<file path="src/rtl/random_request_arbiter.sv">
// Round-robin arbiter sharing one free-running random source; rejects samples >= LIMIT and retries.
// Optional feature macro: RANDOM_NO_REPEAT_EN (also rejects a repeat of the last delivered value).
module random_request_arbiter #(
    parameter int NUM_REQ = 4,
    parameter int RANGE   = 8,
    parameter int LIMIT   = 10
) (
    input  logic               i_Clk,
    input  logic               i_Reset_n,
    input  logic [RANGE-1:0]   i_Random_Num,
    input  logic [NUM_REQ-1:0] i_Req,
    output logic [NUM_REQ-1:0] o_Grant,
    output logic               o_Valid,
    output logic [RANGE-1:0]   o_Random_Num,
    output logic               o_Busy
);

    localparam int PTR_W = (NUM_REQ > 1) ? $clog2(NUM_REQ) : 1;
    // LIMIT may equal 2^RANGE, so the compare needs one extra bit.
    localparam logic [RANGE:0] LIMIT_EXT = (RANGE+1)'(LIMIT);

    typedef enum logic [1:0] {
        ST_IDLE    = 2'd0,
        ST_SAMPLE  = 2'd1,
        ST_DELIVER = 2'd2
    } state_t;

    state_t               state_r, state_nxt_s;
    logic [PTR_W-1:0]     ptr_r, ptr_nxt_s;
    logic [NUM_REQ-1:0]   grant_r, grant_nxt_s;
    logic                 valid_r, valid_nxt_s;
    logic [RANGE-1:0]     num_r, num_nxt_s;
    logic                 busy_r, busy_nxt_s;

    logic [2*NUM_REQ-1:0] req_dbl_s;
    logic [NUM_REQ-1:0]   req_rot_s;
    logic [PTR_W-1:0]     winner_s;
    logic                 granted_req_s;
    logic                 in_limit_s;
    logic                 accept_s;

`ifdef RANDOM_NO_REPEAT_EN
    logic [RANGE-1:0]     last_r, last_nxt_s;
`endif

    // Rotate requests so bit 0 is the pointer position, then pick the lowest set bit.
    always_comb begin
        req_dbl_s = {i_Req, i_Req} >> ptr_r;
        req_rot_s = req_dbl_s[NUM_REQ-1:0];
        winner_s  = ptr_r;
        for (int i = NUM_REQ - 1; i >= 0; i--) begin
            if (req_rot_s[i]) begin
                winner_s = PTR_W'((int'(ptr_r) + i) % NUM_REQ);
            end else begin
                winner_s = winner_s;
            end
        end
    end

    // Sample acceptance: granted requester still asking and value inside the window.
    always_comb begin
        granted_req_s = |(i_Req & grant_r);
        in_limit_s    = ({1'b0, i_Random_Num} < LIMIT_EXT);
`ifdef RANDOM_NO_REPEAT_EN
        accept_s      = in_limit_s && (i_Random_Num != last_r);
`else
        accept_s      = in_limit_s;
`endif
    end

    // Next-state and next-output logic; all outputs leave through registers.
    always_comb begin
        state_nxt_s = state_r;
        ptr_nxt_s   = ptr_r;
        grant_nxt_s = grant_r;
        valid_nxt_s = 1'b0;
        num_nxt_s   = num_r;
`ifdef RANDOM_NO_REPEAT_EN
        last_nxt_s  = last_r;
`endif
        case (state_r)
            ST_IDLE: begin
                if (|i_Req) begin
                    state_nxt_s = ST_SAMPLE;
                    grant_nxt_s = {{(NUM_REQ-1){1'b0}}, 1'b1} << winner_s;
                    ptr_nxt_s   = PTR_W'((int'(winner_s) + 1) % NUM_REQ);
                end else begin
                    grant_nxt_s = '0;
                end
            end
            ST_SAMPLE: begin
                if (!granted_req_s) begin
                    state_nxt_s = ST_IDLE;
                    grant_nxt_s = '0;
                end else if (accept_s) begin
                    state_nxt_s = ST_DELIVER;
                    num_nxt_s   = i_Random_Num;
                    valid_nxt_s = 1'b1;
`ifdef RANDOM_NO_REPEAT_EN
                    last_nxt_s  = i_Random_Num;
`endif
                end else begin
                    state_nxt_s = ST_SAMPLE;
                end
            end
            ST_DELIVER: begin
                state_nxt_s = ST_IDLE;
                grant_nxt_s = '0;
            end
            default: begin
                state_nxt_s = ST_IDLE;
                grant_nxt_s = '0;
            end
        endcase
        busy_nxt_s = (state_nxt_s != ST_IDLE);
    end

    // State and output registers.
    always_ff @(posedge i_Clk or negedge i_Reset_n) begin
        if (!i_Reset_n) begin
            state_r <= ST_IDLE;
            ptr_r   <= '0;
            grant_r <= '0;
            valid_r <= 1'b0;
            num_r   <= '0;
            busy_r  <= 1'b0;
        end else begin
            state_r <= state_nxt_s;
            ptr_r   <= ptr_nxt_s;
            grant_r <= grant_nxt_s;
            valid_r <= valid_nxt_s;
            num_r   <= num_nxt_s;
            busy_r  <= busy_nxt_s;
        end
    end

`ifdef RANDOM_NO_REPEAT_EN
    // Last delivered value, shared by all requesters.
    always_ff @(posedge i_Clk or negedge i_Reset_n) begin
        if (!i_Reset_n) begin
            last_r <= '0;
        end else begin
            last_r <= last_nxt_s;
        end
    end
`endif

    assign o_Grant      = grant_r;
    assign o_Valid      = valid_r;
    assign o_Random_Num = num_r;
    assign o_Busy       = busy_r;

endmodule

</file>
<file path="config.mk">
export PLATFORM = sky130hd
export DESIGN_NAME = random_request_arbiter
export DESIGN_NICKNAME = d
export VERILOG_FILES = /design/src/rtl/random_request_arbiter.sv
export SDC_FILE = /design/constraint.sdc
export NUM_CORES = 1
export LEC_CHECK = 0
export ABC_CLOCK_PERIOD_IN_PS = 3960
export BUFFER_PORTS_ARGS = -buffer_cell sky130_fd_sc_hd__buf_2
export CORE_UTILIZATION = 55
export CTS_BUF_LIST = sky130_fd_sc_hd__clkbuf_8
export DETAILED_ROUTE_END_ITERATION = 8
export GPL_TIMING_DRIVEN = 0
export PLACE_DENSITY = 0.85
export SKIP_CTS_REPAIR_TIMING = 1
export SYNTH_ARGS = -nofsm -noshare
export SYNTH_HDL_FRONTEND = slang
export SYNTH_SLANG_ARGS = --single-unit
</file>
<file path="constraint.sdc">
create_clock -name i_Clk -period 3.96 [get_ports i_Clk]
set_input_delay 0.198 -clock i_Clk [delete_from_list [all_inputs] [get_ports i_Clk]]
set_output_delay 0.198 -clock i_Clk [all_outputs]
set_load 0.005 [all_outputs]
</file>
==> results of run 1 <==
[cells in the mapped netlist]
library cell,number
nor4_2,1
a22o_1,6
nand3_1,1
nor4_4,1
nand3b_1,1
a21o_1,1
o31ai_1,3
mux2_4,4
and3_1,1
and2b_1,2
or2_1,1
o21bai_1,1
dfrtp_1,18
nor2b_1,3
o21a_1,1
nor3_4,1
o2111ai_4,1
nor2_1,1
o21ai_1,2
inv_1,3
a41oi_1,1
o21ai_0,1
mux2_2,1
o31a_1,2
nand2_1,1
and2_1,4
ha_1,4
[power breakdown]
group	switching (mW)	total (mW)	internal, mW
Sequential	0.0428	0.285	0.242
Clock	0.0587	0.147	0.0883
Combinational	0.117	0.254	0.136
Total	0.219	0.686	0.467
[area by class of cell]
| class | count | area (um2) | share of cell area (%) |
|---|---|---|---|
| tap | 16 | 20.0 | 1.80 |
| multi-input combinational | 46 | 428 | 38.6 |
| timing repair buffer | 28 | 145 | 13.1 |
| sequential | 18 | 450 | 40.6 |
| clock buffer | 4 | 55.1 | 4.96 |
| inverter | 3 | 11.3 | 1.01 |
[cell usage in the layout (no fill, tap or decap), types with 2 or more instances in the layout]
master	synthesis	routed
clkbuf_8	0	4
inv_1	3	3
o31ai_1	3	3
ha_1	4	4
dfrtp_1	18	18
buf_2	0	27
and2b_1	2	2
mux2_4	4	4
a22o_1	6	6
o31a_1	2	2
o21ai_1	2	2
nor2b_1	3	3
and2_1	4	4
[cell families after synthesis]
family                   share of synthesized area (%)
AO/OA/AOI/OAI                                     18.6
AND/OR/NAND/NOR                                   15.9
flip-flops                                        50.6
multiplexers                                      8.02
adder cells (fa/ha/maj)                           5.63
buffers and inverters                             1.27
[registers in the layout, summed over array words and instances, names as in the netlist]
signal and cells:
o_Grant 4, o_Valid 1, o_Random_Num 8, o_Busy 1
ptr_r 2, state_r 2
[worst max-delay path, cell delays in order (launching register included)]
cell and delay, ns:
dfrtp_1 0.39, nor2b_1 0.20, o21bai_1 0.14, and3_1 0.22, ha_1 0.29, mux2_2 0.26
[worst paths after layout]
check / from / endpoint / slack, ns / cells past startpoint
min: i_Random_Num[0] / o_Random_Num[0] / 0.17 / 2
min reg2reg: o_Random_Num[4] / o_Random_Num[4] / 0.48 / 1
max: ptr_r[0] / ptr_r[1] / 2.35 / 5
max reg2reg: ptr_r[0] / ptr_r[1] / 2.35 / 5
max in group asynchronous: i_Reset_n / o_Random_Num[7] / 3.30 / 2
min in group asynchronous: i_Reset_n / o_Grant[1] / 0.39 / 2
[metrics by stage]
step | std cells | utilization, % | instance area, um2
3_3_place_gp | 110 | 69.4 | 1040
6_report | 115 | 73.7 | 1110
4_1_cts | 114 | 73.0 | 1100
3_5_place_dp | 110 | 69.4 | 1040
5_1_grt | 115 | 73.7 | 1110
2_1_floorplan | 67 | - | 890
[per-layer routing]
layer | GRT usage, % | wire length, um | vias up
met3 | 5.17 | 72 | 5
met5 | 0 | 0 | -
met4 | 13.1 | 41 | 0
li1 | - | - | 317
met1 | 24.6 | 684 | 322
met2 | 34.8 | 781 | 21
==> run summary, run 1 <==
Setup violations remaining at the end of the flow were counted as 0. The placed wire-length estimate came out at 1220 um. The number of nets in the layout came out at 118. The maximum number of pins on one net before global-route repair is 19. The synthesized cell area is 890 um2. The clock skew came out at 0.000894 ns. Synthesis inferred 18 register bits. The fraction of layout cells with a size suffix above 1 came out at 40.4%. In this run the core area contains 14 standard-cell rows. The count of antenna diodes in the layout came out at 0. The number of fill cells came out at 98. CTS placed an instance of clkbuf_8 at the clock tree root. The worst setup path is of the reg2reg kind. The initial antenna violation count is 0. Before CTS, the worst setup slack after placement is 2.35 ns. The analysis attributes to cell leakage a power of slightly below 0.6 nW.

Summed over all layers, the routed wires come to 1580 um. Global routing finished with a remaining overflow of 0. The layout overhead on the synthesized area came out at 24.8%. The number of input and output port buffers inserted came out at 27.

The full die area came out at roughly 1800 um2. The count of max-cap constraint violations came out at 0. The synthesized instance count is 67.

The biggest area contributor in the post-synthesis netlist is dfrtp_1. The via density per instance is 5.78. The final-layout setup total negative slack came out at 0 ns. The all-layer global routing usage is 21.2%.

The highest net fanout along the worst path is 3. The worst pin sits at a relative slew slack of 74.5%. The post-synthesis area per instance came out at about 13 um2. The share of synthesized area occupied by flip-flops and latches came out at 50.6%. The total power of the final layout came out at approximately 0.69 mW. On the final layout, the worst hold slack is 0.170 ns. The maximum vdd ir drop came out at between 0.4 and 0.5 mV. The max-slew violation count is 0. The detailed-routing iteration count for the pre-antenna-repair pass is 4. The initial standard-cell utilization of the core came out at around three fifths. The total clock buffers created by CTS came out at 3.

The number of nets produced by synthesis came out at 85. Sorting the synthesized cells by area gives the leading types as dfrtp_1 51%, mux2_4 6.8%, a22o_1 5.9%, ha_1 5.6%, o2111ai_4 3.0%. The highest clock frequency the design can meet came out at a little over 0.6 GHz. The worst setup path is launched from a flop. The die extent in y came out at roughly 42 um. The run finished with clean final reports. The total clock sinks is 18.

No sink is reached through more buffers than the 2 on the longest clock path. The time the final worst path needs with I/O delays and setup is around 1.6 ns. Data on the critical path is required at its endpoint by 4.10 ns.

The maximum level of the CTS H-tree came out at 1. The number of warnings printed during yosys synthesis came out at 0. After detailed routing, the average wire length per cell comes to 13.7 um.

The power density of the placed cells is 618 nW/um2. The actual transition at the worst max-transition pin is 0.380 ns. The final hold violation count is 0. The share of the synthesized area in the top cell type came out at 50.6%. The tightest min-delay check is of the in2reg type.

The DRC violations left came out at 0. The horizontal die dimension is 42.2 um. The post-route clock period utilization is 40.7%. The number of antenna-violating nets in the routed design is 0. The kind of capture point of the worst setup path is a flop. The number of global-route vias before repair came out at 603.

In this run the count of I/O pins placed on the die edge is 28. The placeable core area came out at 1510 um2. The final weighted congestion of routability-driven global placement is just under 0.8. The initial DRC count is 4. The arrival time at the worst endpoint came out at 1.75 ns. The total via count after detailed routing is 665.

The wire length of the first global-routing pass came out at 2700 um. TritonCTS built the clock tree. The later pin in the worst-skew pair is clocked with a latency of 0.25 ns. Setup repair after global routing left no endpoint under its margin.

The post-layout worst setup margin is 2.35 ns. The clock edge transition at the registers on the reported setup and hold paths is 0.06 ns. The number of library cell types mapped by synthesis is 27.
Note: power is estimated with default switching activity, not from simulation.
==> inputs of run 2 (changes only) <==
ABC_AREA = 1   (was unset)
ABC_CLOCK_PERIOD_IN_PS = 1550   (was 3960)
CORE_UTILIZATION = 52   (was 55)
PLACE_DENSITY = 0.8   (was 0.85)
clock period = 1.55 ns   (was 3.96 ns; I/O delays follow)
==> run summary, run 2 <==
The number of instances on the worst hold path came to 3 (+1). The share of the synthesized area in the top cell type is 46.8% (-3.9 points). The via density per instance is 5.36 (-7.2%).

The share of flip-flops with an asynchronous set or reset came out at 100% (unchanged). The post-route clock period utilization came out at 111% (+70 points). The placed wire-length estimate is 1570 um (+29%).

The fraction of layout cells with a size suffix above 1 is 43.6% (+3.2 points). The site row count came to 15 (+1). The dominant synthesized flop cell is dfrtp_1. The count of antenna diodes in the layout is 0 (unchanged). By instance count, the leading cell after synthesis is nand2_1.

The number of flip-flops in the largest register came out at 8 (unchanged). Sorting the synthesized cells by area gives the leading types as dfrtp_1 47%, nand2_1 17%, nand3_1 6.2%, inv_1 5.5%, ha_1 5.2%. The commonest cells after synthesis are 43 x nand2_1, 18 x dfrtp_1, 14 x inv_1, 12 x nand3_1, 10 x nor2_1. The number of standard cells in the layout, taps in and fillers out is 181 (+57%). The critical path is of the reg2reg type. The number of library cell types mapped by synthesis is 19 (-30%).

The all-layer global routing usage is 22.9% (+1.7 points). On the critical path, the stage with the largest delay is an instance of dfrtp_1. The library cells used most frequently in the layout, excluding fill and tap cells, are 32 x nand2_1, 27 x buf_2, 17 x dfrtp_1. The layout overhead on the synthesized area is 40.6%.

The post-route standard cell area excluding fillers is 1360 um2 (+22%). The depth of the worst register-to-register path came to 12 (+7). The total global routing overflow is 0 (unchanged). The largest total area in the synthesized netlist belongs to dfrtp_1.

The detailed-routing iteration count for the pre-antenna-repair pass is 5 (+1). The number of fill cells is 122 (+24%). The number of antenna-violating nets in the routed design came out at 0 (unchanged). The core utilization of the finished layout is 78.5% (+4.8 points).

The total power of the final layout is 2.79 mW (+310%). The clock root buffer is clkbuf_8. The count of flip-flops with a built-in enable after synthesis was 0 (unchanged). Walking the worst path, the cells encountered are buf_6, clkinv_8, nand2_4, nand3_2, nand2_2, o21ai_2, nand2_1, nand2_2, nand2_4, ha_4, nand2_2, o21ai_2. The final setup violation count came out at 5 (+5). The delay contributed by the slowest stage of the critical path is 0.38 ns (about the same).

The area occupied by registers is 452 um2 (+0.28%). The worst-case headroom to the max-slew limit is 74.0% (-0.44 points). The initial standard-cell utilization of the core came out at 55.8% (-3.3 points). The placeable core area came out at 1730 um2 (+15%). The clock edge transition at the registers on the reported setup and hold paths is 0.07 ns (about the same).

The flip-flop and latch count after synthesis is 18 (unchanged). The checks that failed: negative setup slack. The number of nets produced by synthesis is 140 (+65%).

The share of synthesized area occupied by flip-flops and latches came out at 46.8% (-3.9 points). The post-synthesis area per instance is 7.90 um2 (-41%). The setup slack of the most critical reg-to-reg path is -0.17 ns (-2.52 ns).

The post-layout worst setup margin was -0.172 ns (-2.52 ns). The number of input and output port buffers inserted was 27 (unchanged). The DRC violations left is 0 (unchanged).

The maximum vdd ir drop was 1.49 mV (+270%). The wire length of the first global-routing pass was 3340 um (+23%). The number of nets in the layout is 175 (+48%). The synthesized cell area came to 963 um2 (+8.3%).

The total clock sinks is 18 (unchanged). The maximum number of buffers from clock root to sink is 2 (unchanged). The arrival time at the worst endpoint is 1.86 ns (+0.11 ns). The required time at the worst-slack endpoint is 1.68 ns (-2.42 ns). The initial antenna violation count is 0 (unchanged).

The worst setup path is captured at a flop. The clock skew came out at 0.00254 ns (+0.00164 ns). The cell area after placement is 1150 um2 (+9.8%).

The synthesized instance count was 122 (+82%). The I/O pin total came to 28 (unchanged). The total wirelength of the detailed-routed design came out at 2490 um (+58%).

The maximum level of the CTS H-tree came out at 1 (unchanged). The max-slew violation count is 0 (unchanged). The most frequent standard cell in the layout excluding fill and tap cells is nand2_1. The total via count after detailed routing came out at 971 (+46%).

The clock insertion delay at the later pin of the skew report was 0.25 ns (about the same). The leakage power is 0.759 nW (+27%). The number of global-route vias before repair is 780 (+29%).

The highest net fanout along the worst path is 7 (+4). The power density of the placed cells came out at 2060 nW/um2 (+230%). The final-layout setup total negative slack came out at -0.651 ns (-0.651 ns).

The cell that appears most often on the critical path is nand2_2. The die extent in y came to 45.0 um (+6.7%). The footprint of the multi-input gates came out at 563 um2 (+32%). The pre-CTS setup slack came out at -0.165 ns (-2.52 ns). The number of warnings printed during yosys synthesis is 0 (unchanged). Setup repair after global routing could not meet its margin everywhere. The time the final worst path needs with I/O delays and setup is 1.72 ns (+0.109 ns). The full die area came out at 2030 um2 (+14%). The maximum number of pins on one net before global-route repair is 19 (unchanged). The startpoint kind of the worst setup timing path is a flop. The run finished, with violations left. The initial DRC count is 51 (+47). The final weighted congestion of routability-driven global placement came to 0.736 (-6.6%). The wire length per cell is 13.8 um (about the same). The horizontal die dimension is 45.0 um (+6.7%). The type of the most critical hold path is in2reg.

TritonCTS built the clock tree. The number of cells after detailed placement is 174 (+58%). The count of max-cap constraint violations was 0 (unchanged). The highest clock frequency the design can meet is 0.581 GHz (-6.3%). The total clock buffers created by CTS was 3 (unchanged). The actual transition at the worst max-transition pin came to 0.389 ns (+0.00983 ns). The final worst hold slack was 0.0293 ns (-0.141 ns).

The final hold violation count came out at 0 (unchanged).
==> run 2: changes by cell type after synthesis, moves of 2 or more <==
cell | previous run | this run
nor2b_1 | 3 | 0
o21ai_0 | 1 | 6
and2b_1 | 2 | 0
and2_1 | 4 | 0
nand3_1 | 1 | 12
nor2_1 | 1 | 10
mux2_4 | 4 | 0
inv_1 | 3 | 14
o31a_1 | 2 | 0
o31ai_1 | 3 | 0
nand2_1 | 1 | 43
inv_2 | 0 | 3
a22o_1 | 6 | 2
==> run 2: cell families after synthesis <==
logic type                 count (synthesis)  synth area share [%]
AOI/OAI and AO/OA                         11                  8.05
xor gates and xnor gates                   1                 0.909
adders and majority gates                  4                  5.20
buffers and inverters                     19                  8.70
DFF                                       18                  46.8
and+or+nand+nor                           69                  30.4
==> run 2: path summary, 6_finish.rpt <==
path | start | endpoint
worst max-delay path | ptr_r[0] | ptr_r[1]
worst min-delay path | i_Random_Num[0] | o_Random_Num[0]
worst min register to register | o_Random_Num[4] | o_Random_Num[4]
worst max register to register | ptr_r[0] | ptr_r[1]
max in group asynchronous | i_Reset_n | ptr_r[1]
min in group asynchronous | i_Reset_n | o_Busy
==> run 2: layout make-up <==
cell class	count	area share [%]
inverters	18	6.09
flip-flops and latches	18	33.3
repair buffers	30	11.8
plain buffers	1	0.831
clock buffers	4	4.06
well taps	25	2.31
multi-input cells	85	41.6
==> run 2: critical path, delay by kind of cell, from the launching register on <==
family | cells | cell delay (ns)
buf+inv | 2 | 0.23
simple gates | 7 | 0.55
flops | 1 | 0.38
compound gates | 2 | 0.20
fa+ha+maj | 1 | 0.23
==> run 2: where the power goes <==
| group | switching (mW) | leakage, nW | internal, mW | total [mW] |
|---|---|---|---|---|
| logic | 1.02 | 0.508 | 0.645 | 1.67 |
| clock network | 0.152 | 0.0288 | 0.225 | 0.377 |
| registers | 0.118 | 0.222 | 0.632 | 0.751 |
| total | 1.29 | 0.759 | 1.50 | 2.79 |
==> run 2: layer usage <==
layer | wire (um) | vias to the layer above | track usage, %
met5 | 0 | - | 0
met3 | 149 | 15 | 4.80
li1 | - | 452 | -
met2 | 1240 | 56 | 41.4
met1 | 1000 | 448 | 28.1
met4 | 92 | 0 | 4.24
